[config.mk]
export PLATFORM = sky130hd
export DESIGN_NAME = muldiv_unit
export DESIGN_NICKNAME = d
export VERILOG_FILES = /design/src/rtl/muldiv_unit.sv
export SDC_FILE = /design/constraint.sdc
export NUM_CORES = 1
export LEC_CHECK = 0
export BUFFER_PORTS_ARGS = -buffer_cell sky130_fd_sc_hd__buf_2
export CORE_ASPECT_RATIO = 0.75
export CORE_MARGIN = 1
export CORE_UTILIZATION = 58
export CTS_BUF_LIST = sky130_fd_sc_hd__clkbuf_4 sky130_fd_sc_hd__clkbuf_8
export DETAILED_ROUTE_END_ITERATION = 10
export HOLD_SLACK_MARGIN = 0.03
export PLACE_DENSITY = 0.79
export SYNTH_ARGS = -nofsm -noshare
export SYNTH_HDL_FRONTEND = slang
export SYNTH_SLANG_ARGS = --single-unit
export TNS_END_PERCENT = 20
[constraint.sdc]
create_clock -name clk -period 6.45 [get_ports clk]
set_input_delay 0 -clock clk [delete_from_list [all_inputs] [get_ports clk]]
set_output_delay 0 -clock clk [all_outputs]
set_load 0.02 [all_outputs]
[src/rtl/muldiv_unit.sv]
`default_nettype none
// ============================================================================
// Module   : muldiv_unit
// Purpose  : 32-step bit-serial MULT/MULTU/DIV/DIVU sequencer that owns HI/LO.
// Revision : 1.0  initial release
// ============================================================================
module muldiv_unit (
    input  logic        clk,
    input  logic        rst,
    input  logic        start,
    input  logic [1:0]  op,
    input  logic [31:0] src_a,
    input  logic [31:0] src_b,
    input  logic        flush,
    input  logic        hi_we,
    input  logic        lo_we,
    input  logic [31:0] wdata,
    output logic        busy,
    output logic        done,
    output logic [31:0] hi,
    output logic [31:0] lo
);

    typedef enum logic [1:0] {
        S_IDLE = 2'd0,
        S_CALC = 2'd1,
        S_SIGN = 2'd2
    } state_t;

    localparam logic [5:0] c_LAST_STEP = 6'd31;

    state_t      r_state;
    state_t      w_next;
    logic        r_is_div;
    logic        r_neg_q;
    logic        r_neg_r;
    logic        r_dz;
    logic [5:0]  r_cnt;
    logic [31:0] r_a;
    logic [31:0] r_b;
    logic [63:0] r_work;
    logic [31:0] r_hi;
    logic [31:0] r_lo;
    logic        r_busy;
    logic        r_done;

    logic        w_signed;
    logic [31:0] w_abs_a;
    logic [31:0] w_abs_b;
    logic [32:0] w_mul_sum;
    logic [32:0] w_rem_sh;
    logic [32:0] w_trial;
    logic        w_q_bit;
    logic [63:0] w_prod;
    logic [31:0] w_quot;
    logic [31:0] w_rem;

    assign busy = r_busy;
    assign done = r_done;
    assign hi   = r_hi;
    assign lo   = r_lo;

    always_ff @(posedge clk or posedge rst) begin
        if (rst) begin
            r_state <= S_IDLE;
        end else begin
            r_state <= w_next;
        end
    end

    always_comb begin
        w_next = r_state;
        case (r_state)
            S_IDLE:  if (start) w_next = S_CALC;
            S_CALC:  if (r_cnt == c_LAST_STEP) w_next = S_SIGN;
            S_SIGN:  w_next = S_IDLE;
            default: w_next = S_IDLE;
        endcase
        if (flush) begin
            w_next = S_IDLE;
        end
    end

    assign w_signed = ~op[0];
    assign w_abs_a  = (w_signed & src_a[31]) ? (32'd0 - src_a) : src_a;
    assign w_abs_b  = (w_signed & src_b[31]) ? (32'd0 - src_b) : src_b;

    // Multiply: add into the upper half, then shift the whole pair right.
    assign w_mul_sum = {1'b0, r_work[63:32]} + (r_b[0] ? {1'b0, r_a} : 33'd0);

    // Divide: remainder is always below the divisor, so bit 32 of the
    // 33-bit trial difference is exactly the borrow.
    assign w_rem_sh = {r_work[63:32], r_a[31]};
    assign w_trial  = w_rem_sh - {1'b0, r_b};
    assign w_q_bit  = ~w_trial[32];

    assign w_prod = r_neg_q ? (64'd0 - r_work) : r_work;
    assign w_quot = r_neg_q ? (32'd0 - r_work[31:0]) : r_work[31:0];
    // With a zero divisor the remainder ends up as |a|, so the normal
    // remainder sign fix already reproduces the raw dividend for HI.
    assign w_rem  = r_neg_r ? (32'd0 - r_work[63:32]) : r_work[63:32];

    always_ff @(posedge clk or posedge rst) begin
        if (rst) begin
            r_is_div <= 1'b0;
            r_neg_q  <= 1'b0;
            r_neg_r  <= 1'b0;
            r_dz     <= 1'b0;
            r_cnt    <= 6'd0;
            r_a      <= 32'd0;
            r_b      <= 32'd0;
            r_work   <= 64'd0;
            r_hi     <= 32'd0;
            r_lo     <= 32'd0;
            r_busy   <= 1'b0;
            r_done   <= 1'b0;
        end else begin
            r_busy <= (w_next != S_IDLE);
            r_done <= (r_state == S_SIGN) && !flush;
            case (r_state)
                S_IDLE: begin
                    if (hi_we) r_hi <= wdata;
                    if (lo_we) r_lo <= wdata;
                    if (start && !flush) begin
                        r_is_div <= op[1];
                        r_a      <= w_abs_a;
                        r_b      <= w_abs_b;
                        r_neg_q  <= w_signed & (src_a[31] ^ src_b[31]);
                        r_neg_r  <= w_signed & src_a[31];
                        r_dz     <= (src_b == 32'd0);
                        r_cnt    <= 6'd0;
                        r_work   <= 64'd0;
                    end
                end
                S_CALC: begin
                    r_cnt <= r_cnt + 6'd1;
                    if (r_is_div) begin
                        r_work <= {(w_q_bit ? w_trial[31:0] : w_rem_sh[31:0]),
                                   r_work[30:0], w_q_bit};
                        r_a    <= {r_a[30:0], 1'b0};
                    end else begin
                        r_work <= {w_mul_sum, r_work[31:1]};
                        r_b    <= {1'b0, r_b[31:1]};
                    end
                end
                S_SIGN: begin
                    if (!flush) begin
                        if (r_is_div) begin
                            r_lo <= r_dz ? 32'hFFFF_FFFF : w_quot;
                            r_hi <= w_rem;
                        end else begin
                            r_hi <= w_prod[63:32];
                            r_lo <= w_prod[31:0];
                        end
                    end
                end
                default: ;
            endcase
        end
    end

endmodule
`default_nettype wire

* Yosys cells after proc, flatten, opt, wreduce, memory -nomap -nowiden *
Cells that the tools add are included.
Widths: inputs -> output; s select.

word-level totals
  flip-flop bits (word level) = 206
  word-level logic and storage cells = 81

cells by class
  add/subtract/negate cells = 8
  eq/ne operators = 9
  mux-type cells = 31
  bitwise operators = 6
  reduce and logical (&&, ||, !) cells = 14

operator list
  operator               number
  $mux 32                17
  $pmux 32 s2            4
  $mux 64                3
  $pmux 64 s2            1
  $sub 1x32->32 const A  4
  $sub 1x64->64 const A  1
  $add 32x32->33         1
  $sub 33x32->33         1
  $logic_not 32->1       1
  $ne 2x2->1 const B     6
  $pmux 6 s2             1
  $reduce_and 3->1       4
  $add 6x1->6 const B    1
  $eq 6x5->1 const B     1
  $mux 2                 3
  $mux 6                 1
  $reduce_bool 2->1      3
  $pmux 2 s2             1
  $reduce_and 2->1       2
  $and 1x1->1            3
  $eq 2x1->1 const B     1
  $eq 2x2->1 const B     1
  $logic_and 1x1->1      2
  $logic_not 2->1        1
  other kinds (3)        4

* Longest topological paths before layout *
  word-level depth = 6
  gate-level depth with buffers = 14
  gate-level depth less buffers = 13

* Least setup slack after synthesis *
Ideal clock, no wire load.

  path type = register to register
  from = register r_b[0]
  to = register r_work[62]
  library setup time = 104 ps
  arrival = 3027 ps
  data required time = 6346 ps
  slack = 3319 ps
  stages on the path, launching flop included = 13
  buffers on the path = 1
  cell sequence = dfrtp_1 > clkbuf_1 > and2_1 > ha_1 > a211oi_1 > o21ai_0 > a311oi_1 > a21oi_1 > a221o_1 > a221o_1 > a21oi_1 > xor2_1 > a221oi_1

between the ends
  longest elaborated chain between the ends = 4
  elaborated cells between the ends (all ways) = 6
  classes of those cells = add/sub (2); mux (4)

RTL lines
  item                                       line     text
  start, declared                            40       logic [31:0] r_b;
  start signal, assigned                     127      r_b <= w_abs_b;
  start signal, assigned                     143      r_b <= {1'b0, r_b[31:1]};
  $sub 33x32->33 or $mux 32 (tied branches)  94, 89
  $mux 32 or $add 32x32->33 (tied branches)  138, 89
  $mux 64 *                                  137      if (r_is_div) begin
  $pmux 64 s2 *                              120      case (r_state)
  end signal, assigned                       138      r_work <= {(w_q_bit ? w_trial[31:0] : w_rem_sh[31:0]),
  end signal, assigned                       142      r_work <= {w_mul_sum, r_work[31:1]};
  end, declared                              41       logic [63:0] r_work;

Every way passes the cells marked *; elsewhere a longest branch is shown, timed or not.
A chain may end at the register's enable or synchronous reset.

* Worst setup path after layout *
  from = register r_b[0]
  to = register r_work[56]

The elaborated chain is that of the path after synthesis.

==> results.md <==
* CTS H-Tree Depth at 2
* Remaining DRCs at 0
* TritonCTS clock tree: built
* Power Internal at 4.228 mW
* Fmax at 225.5 MHz
* Sw Pwr at 3.971 mW
* Final Util at 71.30%
* Die width at 191.7 um
* Crit path cell chain: ha_1 > fa_1 > nor2b_1 > o31a_1 > o311ai_1 > a21boi_1 > o31ai_1 > xor2_4 > buf_4 > and2_1 > a22oi_1 > o211ai_1
* Syn Nets at 2157
* Commonest non-fill, non-tap cell in the layout: o21ai_0
* Post-Route WL at 52.65 mm
* Port bufs at 169
* Worst R2R End: r_work[56]$_DFFE_PP0P_
* Post-synth EDFFs at 0
* Max_slew headroom at 15.17%
* Post-DP HPWL at 37.27 mm
* Ant. Diodes at 0
* Clk sinks at 206
* Final hold slack at 0.07543 ns
* Tmin final at 4.434 ns
* Final Power at 8.198 mW
* Top area cells in the synthesized netlist: dfrtp_1 33%, o21ai_0 8.0%, a21oi_1 6.1%
* Initial antenna violation count at 0
* Slew of the pin with the lowest slew margin at 1.269 ns
* Fin. max-slew vios at 0
* Seq cells post-synth at 206
* R2R depth at 12
* Setup Crit Path Kind: reg2reg
* Clock latency on the worst-skew pair at 0.57 ns
* CP Launch Type: flip-flop
* Cells after synthesis at 1981
* Mapped cell area at 15650 um2
* Row count at 51
* Synthesis-to-finish area growth at 19.49%
* Number of global-route vias before repair at 14910
* Initial DRC count at 1675
* Top-area cell type share of the netlist area at 32.94%
* Root buf cell: clkbuf_8
* Cell taking the most area after synthesis: dfrtp_1
* Comb pwr share at 55.9%
* Most frequent cells in the layout: 251 x o21ai_0, 227 x nand2_1, 205 x dfrtp_1
* I/O Pins at 170
* Worst VDD drop at 0.4356 mV
* Total of max-cap violations at 0
* Vias at 16246
* Fin area at 18700 um2
* Core area at 26230 um2
* Die area at 27650 um2
* Routability cong. at 0.9989
* WL per Instance at 20.45 um
* Final Skew at 0.02708 ns
* First-pass GRT wire length at 81.54 mm
* RSZ-0062 raised after global routing: false
* Setup Buffers After CTS at 0
* Clock power share at 17.9%
* Clock Pin Slew Worst Setup and Hold Paths at 0.07 ns
* Sw Share at 48.43%
* Worst r2r src: r_b[0]$_DFFE_PP0P_
* Async SR Flop Fraction at 100.0%
* Pre-antenna DRT Iters at 6
* Slowest-stage cell, CP: dfrtp_1
* Worst EP arrival at 4.89 ns
* Seq pwr share at 26.2%
* Synth Flop Type: dfrtp_1
* PD cells at 438.4 nW/um2
* Fin crit share at 68.74%
* Leak pwr at 8.400 nW
* Post-layout nets at 2380
* Max stage delay on crit path at 0.88 ns
* Post-synthesis sequential area ratio at 32.94%
* Required @ worst endpoint at 6.91 ns
* CTS buffer count at 36
* Initial Utilization at 59.67%
* Hold Vio Cnt, Final at 0
* Status: finished, final reports clean
* Die Height at 144.3 um
* Buffer depth of the longest clock path at 3
* FILL cells at 2071
* Fin Setup TNS at 0 ns
* Worst min path class: in2async
* Share of cells above drive strength 1 at 12.86%
* Yosys warnings at 0
* Via/cell ratio at 6.309
* Kind of end point of the critical path: flip-flop
* Netlist cell types at 80
* Gr ovfl total at 0
* Final setup fails at 0
* Final ANT Viol Nets at 0
* Reg2reg setup slack at 2.02 ns
* DP Area at 16680 um2
* Crit Path Max Fanout at 34
* Syn_area_per_cell at 7.900 um2
* Global Route Usage Sum at 37.90%
* Largest net degree at the start of global routing at 101
-- critical path, delay by kind of cell, from the launching register on --
family / cells / cell delay (ns)
buffers and inverters: 1 / 0.39
xor gates and xnor gates: 1 / 0.63
adders and majority gates: 2 / 0.56
DFF: 1 / 0.88
and+or+nand+nor: 2 / 0.35
AOI/OAI and AO/OA: 6 / 1.50
-- synthesized netlist by cell type (5+ instances only) --
cell      number
a211oi_1      12
a21o_1        27
a21oi_1      191
a221o_1       12
a22oi_1       15
a31oi_1       27
and2_1        38
and3_1        15
buf_1         11
buf_2          5
clkbuf_1     103
dfrtp_1      206
ha_1          70
inv_1         53
mux2i_1       41
nand2_1      227
nand2b_1      19
nand3_1       61
nand4_1        6
nor2_1       164
nor2b_1       14
nor3_1        28
nor4_1        13
o211ai_1      11
o21a_1         6
o21ai_0      251
o21bai_1       6
o221ai_1       5
o22ai_1       35
o31a_1         8
o31ai_1       22
o41ai_1       10
or2_2          5
or3_1         29
or4_1         11
xnor2_1       95
xor2_1        65
-- area by class of cell --
class / instances / area (um2) / share of cell area, %
Multi-Input combinational cell: 1601 / 9877 / 52.82
Tap cell: 344 / 430.4 / 2.302
Clock buffer: 58 / 729.5 / 3.901
Clock inverter: 7 / 138.9 / 0.7427
Sequential cell: 206 / 5156 / 27.57
Timing Repair Buffer: 306 / 2162 / 11.56
Inverter: 53 / 206.4 / 1.104
-- layer usage --
metal	track usage, %	wire length (um)
met5	0	0
met4	10.86	1501
met3	10.24	6203
met2	54.09	21600
met1	55.58	23340
-- registers in the layout (all words and copies together) (netlist names) --
signal / flops
r_work: 64
hi: 32
lo: 32
r_a: 32
r_b: 32
r_cnt: 6
r_state: 2
busy: 1
done: 1
r_dz: 1
r_is_div: 1
r_neg_q: 1
r_neg_r: 1
-- what timing repair did --
| item | 4_1_cts | 5_1_grt |
|---|---|---|
| setup endpoints to repair | 0 | 0 |
| hold buffers | 115 | 0 |
| resized for setup | 0 | 0 |
| endpoints found under the hold margin | 232 | 0 |
-- through the flow --
stage | worst slack, ns | instances
6_report | 2.016 | 2575
5_1_grt | 1.611 | 2575
4_1_cts | 2.036 | 2575
3_5_place_dp | 2.098 | 2395
3_3_place_gp | 2.270 | 2395
2_1_floorplan | 0.8259 | 1981
-- power by group through the flow --
stage / combinational, mW / sequential (mW) / clock, mW
4_1_cts: 4.42 / 2.11 / 1.47
5_1_grt: 4.99 / 2.17 / 1.54
6_report: 4.58 / 2.15 / 1.46
3_3_place_gp: 4.28 / 2.12 / 0
3_5_place_dp: 4.34 / 2.14 / 0
2_1_floorplan: 3.14 / 1.98 / 0
-- cell families after synthesis --
family / after synthesis / share of synthesized area [%]
buf+inv: 174 / 4.285
simple gates: 652 / 19.79
flops: 206 / 32.94
mux: 42 / 2.694
fa+ha+maj: 72 / 5.852
xor+xnor: 160 / 8.954
compound gates: 675 / 25.49
-- worst max-delay path by stage --
| stage | endpoint | cells after the start | slack (ns) | from |
|---|---|---|---|---|
| global placement | r_work[56]$_DFFE_PP0P_ | 12 | 2.27 | r_b[0]$_DFFE_PP0P_ |
| floorplan | busy$_DFF_PP0_ | 1 | 0.83 | rst |
| finish | r_work[56]$_DFFE_PP0P_ | 12 | 2.02 | r_b[0]$_DFFE_PP0P_ |
| CTS | r_work[56]$_DFFE_PP0P_ | 12 | 2.04 | r_b[0]$_DFFE_PP0P_ |
| global route | r_work[56]$_DFFE_PP0P_ | 12 | 1.61 | r_b[0]$_DFFE_PP0P_ |
| detailed placement | r_work[56]$_DFFE_PP0P_ | 12 | 2.10 | r_b[0]$_DFFE_PP0P_ |
No activity file was read; power rests on OpenSTA's default activity.
